--- src/rtl/fetch_unit_pkg.sv ---
// Shared definitions for the instruction-fetch sequencer.
package fetch_unit_pkg;

  localparam int REG_WIDTH = 32;

  typedef enum logic [1:0] {
    FETCH = 2'd0,
    VALID = 2'd1,
    ERR   = 2'd2
  } fetch_state_e;

  localparam logic [REG_WIDTH-1:0] NOP = '0;

endpackage

--- src/rtl/fetch_unit.sv ---
// PC register and one-request-at-a-time instruction fetch sequencer.
// Holds a fetched word for decode and advances the PC when it is consumed.
module fetch_unit #(
  parameter int                      REG_WIDTH = fetch_unit_pkg::REG_WIDTH,
  parameter logic [REG_WIDTH-1:0]    RESET_PC  = '0,
  parameter int                      TIMEOUT   = 16
) (
  input  logic                 clk,
  input  logic                 rst,
  output logic                 imem_req,
  output logic [REG_WIDTH-1:0] imem_addr,
  input  logic                 imem_ack,
  input  logic [REG_WIDTH-1:0] imem_rdata,
  output logic [REG_WIDTH-1:0] instr,
  output logic                 instr_valid,
  output logic [REG_WIDTH-1:0] inc_pc,
  input  logic                 stall,
  input  logic                 pcsrc,
  input  logic [REG_WIDTH-1:0] new_pc,
  output logic                 fetch_err
);
  import fetch_unit_pkg::*;

  localparam int                 TIMER_W    = $clog2(TIMEOUT);
  localparam logic [TIMER_W-1:0] TIMER_LAST = TIMER_W'(TIMEOUT - 1);

  fetch_state_e         state;
  logic [REG_WIDTH-1:0] pc;
  logic [REG_WIDTH-1:0] instr_q;
  logic [TIMER_W-1:0]   timer;

  // Timer holds (FETCH cycle - 1); a miss in cycle TIMEOUT halts on the next edge.
  always_ff @(posedge clk) begin
    if (rst) begin
      state   <= FETCH;
      pc      <= RESET_PC;
      instr_q <= REG_WIDTH'(NOP);
      timer   <= '0;
    end else begin
      case (state)
        FETCH: begin
          if (imem_ack) begin
            instr_q <= imem_rdata;
            timer   <= '0;
            state   <= VALID;
          end else if (timer == TIMER_LAST) begin
            state <= ERR;
          end else begin
            timer <= timer + TIMER_W'(1);
          end
        end
        VALID: begin
          if (!stall) begin
            if (pcsrc) begin
              // A misaligned target leaves the PC untouched so it can be inspected.
              if (new_pc[1:0] != 2'b00) begin
                state <= ERR;
              end else begin
                pc    <= new_pc;
                state <= FETCH;
              end
            end else begin
              pc    <= inc_pc;
              state <= FETCH;
            end
          end
        end
        ERR:     state <= ERR;
        default: state <= ERR;
      endcase
    end
  end

  assign imem_req    = (state == FETCH) && !rst;
  assign imem_addr   = pc;
  assign inc_pc      = pc + REG_WIDTH'(4);
  assign instr       = instr_q;
  assign instr_valid = (state == VALID);
  assign fetch_err   = (state == ERR);

endmodule

--- config.mk ---
export PLATFORM = sky130hd
export DESIGN_NAME = fetch_unit
export DESIGN_NICKNAME = d
export VERILOG_FILES = /design/src/rtl/fetch_unit_pkg.sv /design/src/rtl/fetch_unit.sv
export SDC_FILE = /design/constraint.sdc
export NUM_CORES = 1
export LEC_CHECK = 0
export CELL_PAD_IN_SITES_DETAIL_PLACEMENT = 1
export CELL_PAD_IN_SITES_GLOBAL_PLACEMENT = 1
export CORE_MARGIN = 2
export CORE_UTILIZATION = 31
export CTS_CLUSTER_DIAMETER = 100
export DETAILED_ROUTE_END_ITERATION = 8
export PLACE_DENSITY_LB_ADDON = 0.1
export SLEW_MARGIN = 5
export SYNTH_ARGS = -nofsm -noshare
export SYNTH_HDL_FRONTEND = slang
export SYNTH_SLANG_ARGS = --single-unit
export TNS_END_PERCENT = 20
--- constraint.sdc ---
create_clock -name clk -period 6.1 [get_ports clk]
set_clock_uncertainty 0.2 [all_clocks]
set_input_delay 0.915 -clock clk [delete_from_list [all_inputs] [get_ports clk]]
set_output_delay 0.915 -clock clk [all_outputs]
set_load 0.02 [all_outputs]
==> out/results.tsv <==
stage	metric	value	unit
yosys	synth top area cells	dfxtp_1 (39%), nand2_1 (9.7%), a21oi_1 (7.9%)	
clocking	# hold bufs at CTS	0	
setup_path	CP max stage cell	clkdlybuf4s50_1	
clocking	clock buffer count from CTS	9	
setup_path	reg2reg start	state[0]	
pwr	P_leak	2.07	nW
yosys	count of flip-flops with a built-in enable after synthesis	0	
setup_path	Max stage delay on crit path	0.61	ns
setup_path	R2R depth	4	
yosys	fraction of registers with async set/reset	0	%
yosys	Mapped Area	0.00361	sq mm
yosys	Synth warnings	0	
yosys	Post-synth top cells	nand2_1 (93), dfxtp_1 (70), a21oi_1 (57), nand3_1 (24), clkbuf_1 (23)	
outcome	outcome	completed	
die	IO Count	168	
yosys	Yosys top cell area share	38.8	%
timing	worst slew pin tran	1.19	ns
global_route	initial antenna violation count	0	
placed_design	DPL Wire Length	9.29	mm
clocking	Clock Sinks	70	
pwr	pwr/cell area	223	mW/mm^2
clocking	Root Driver	clkbuf_16	
die	core footprint	0.0114	sq mm
routing	Via density	5.25	
clocking	postcts setup bufs	0	
layout	fin area	0.00563	sq mm
setup_path	crit-path cells	ha_1 > and3_1 > nand2_1 > or3_1 > xnor2_1 > clkdlybuf4s50_1	
worst_hold_path	Hold Path Class	flop to flop	
yosys	Synth Flop Type	dfxtp_1	
layout	Nets	676	
die	row count	39	
routing	DRC viols	0	
setup_path	R2R Setup Slk	3.41	ns
yosys	Avg Inst Size Synth	7.84	sq um
routing	wire length per cell	17.4	microns
die	DIE AREA	0.0125	sq mm
timing	max-slew violation count	0	
clocking	clk slew on worst S/H paths	0.06	ns
yosys	simple-gate portion of the synthesized area	30.1	%
yosys	Syn Inst Count	461	
setup_path	required time of the critical path	4.98	ns
yosys	Synth cell types	50	
die	initial core utilization	31.7	%
timing	Setup TNS	0	ns
setup_path	crit path kind	flop to output port	
clocking	Clock Path Buffers	2	
yosys	Synth Register Bits	70	
timing	final hold violations	0	
global_route	GRT Util Overall	21.0	%
setup_path	arrival time at the worst endpoint	2.91	ns
timing	setup violators final	0	
placed_design	routability congestion estimate	0.848	
yosys	post-synthesis mux area share	0.831	%
yosys	sequential area share after synthesis	38.8	%
routing	DRT iter0 DRCs	176	
die	Die X	112	microns
yosys	largest family of logic cells by synthesized area	simple AND/OR/NAND/NOR gates	
clocking	CTS tree	built	
yosys	post-synth net total	532	
timing	Final period util	66.0	%
routing	vias	3948	
routing	final WL	13.1	mm
setup_path	Critical R2R Capture	imem_addr[16]	
timing	fin crit period	4.03	ns
pwr	worst vdd ir	135	uV
flow_run	max-cap violations	0	
placed_design	PortBufs	167	
worst_hold_path	Cells on Worst Hold Path	2	
clocking	latest clock arrival within the worst-skew pair	0.34	ns
layout	area grow syn2layout	55.7	%
worst_hold_path	end of the worst hold path	instr[25]	
routing	drt pass-1 iters	4	
layout	fillers	1379	
timing	RSZ-0062 raised after global routing	false	
layout	Inserted Diodes	0	
setup_path	Crit Path Max Fanout	8	
global_route	largest net degree at the start of global routing	47	
yosys	cell taking the most area after synthesis	dfxtp_1	
global_route	number of global-route vias before repair	4055	
global_route	first-pass GRT wire length	21.3	mm
routing	Antenna Nets Post-Route	0	
timing	relative slew slack	20.5	%
yosys	Compound-Gate Fraction of Synth Area	17.8	%
layout	fraction of layout cells with a size suffix above 1	4.60	%
yosys	most common cell in the netlist	nand2_1	
worst_hold_path	Hold Path Origin	instr[25]	
yosys	Synth Area in Adders	0.692	%
die	Die Y	112	microns
setup_path	CP Capture Type	output port	
setup_path	Worst setup SP type	flop	
clocking	H-tree depth reported by CTS	3	
timing	f_max	248	MHz
yosys	Synth Area in XOR/XNOR	6.78	%
global_route	GR Overflow Total	0	
clocking	post_cts resized	0	
placed_design	DP Area	0.00532	sq mm
-- cells in the final DEF, fill, tap and decap left out, drive strengths merged, types with 5 or more instances in the layout --
| cell type | instances |
|---|---|
| nor3 | 12 |
| a31oi | 6 |
| dfxtp | 70 |
| nor2 | 22 |
| xnor2 | 21 |
| nand3 | 24 |
| nand4 | 11 |
| o2bb2ai | 9 |
| and3 | 18 |
| o21ai | 11 |
| xor2 | 7 |
| a21oi | 57 |
| inv | 6 |
| nand2 | 93 |
| and4 | 5 |
| clkdlybuf4s50 | 166 |
| clkbuf | 11 |
-- where the power goes --
group,leakage [nW],switching (W),internal [W]
Clock,0.146,0.000202,0.000355
Sequential,0.570,0.0000184,0.000477
Combinational,1.35,0.000100,0.000100
-- final cells by class --
| type | count | area (sq um) | area share, % |
|---|---|---|---|
| Timing Repair Buffer | 170 | 1690 | 30.0 |
| Clock inverter | 4 | 72.6 | 1.29 |
| Clock buffer | 11 | 233 | 4.13 |
| Sequential cell | 70 | 1400 | 24.9 |
| Tap cell | 143 | 179 | 3.18 |
| Inverter | 6 | 22.5 | 0.400 |
| Multi-Input combinational cell | 348 | 2030 | 36.1 |
-- metrics by stage --
stage          util [%]  std cells  hold slack [ns]  total power [W]  setup WS, ns
2_1_floorplan         -        461            0.296         0.000595          3.02
5_1_grt            49.3        752            0.277          0.00131          1.93
3_5_place_dp       46.6        737            0.249         0.000707          2.48
6_report           49.3        752            0.253          0.00125          2.07
4_1_cts            49.3        752            0.255          0.00127          2.10
3_3_place_gp       46.6        737            0.240         0.000702          2.57
-- worst max-delay path by stage --
stage / depth (start not counted) / from / end / slack (ns)
floorplan: 6 / imem_addr[4] / inc_pc[25] / 3.02
global placement: 6 / pcsrc / imem_addr[16] / 2.57
detailed placement: 6 / imem_addr[2] / inc_pc[18] / 2.48
CTS: 6 / imem_addr[2] / inc_pc[18] / 2.10
global route: 6 / imem_addr[2] / inc_pc[18] / 1.93
finish: 6 / imem_addr[2] / inc_pc[18] / 2.07
-- state kept, by name, summed over array words and instances, names as in the netlist --
name / flops
state: 2
timer: 4
instr: 32
imem_addr: 32
-- kinds of logic (layout without fill, tap and decap cells) --
family / count (synthesis) / in the layout
AND/OR/NAND/NOR: 209 / 209
AO/OA/AOI/OAI: 106 / 106
flip-flops: 70 / 70
buffers and inverters: 43 / 191
XOR/XNOR: 28 / 28
multiplexers: 3 / 3
adder cells (fa/ha/maj): 2 / 2
-- routing by layer --
layer	vias up	track usage, %	part of all wire (%)
met3	16	5.99	6.5
met4	0	7.15	1.6
met1	1907	27.4	47
li1	1912	-	-
met5	-	0	0
met2	113	33.6	45
-- worst max-delay path, delay by kind of cell (launching register included) --
| kind | cells | cell delay [ns] |
|---|---|---|
| flip-flops | 1 | 0.48 |
| adder cells (fa/ha/maj) | 1 | 0.30 |
| AND/OR/NAND/NOR | 3 | 1.01 |
| buffers and inverters | 1 | 0.61 |
| XOR/XNOR | 1 | 0.16 |
No activity file was read; power rests on OpenSTA's default activity.
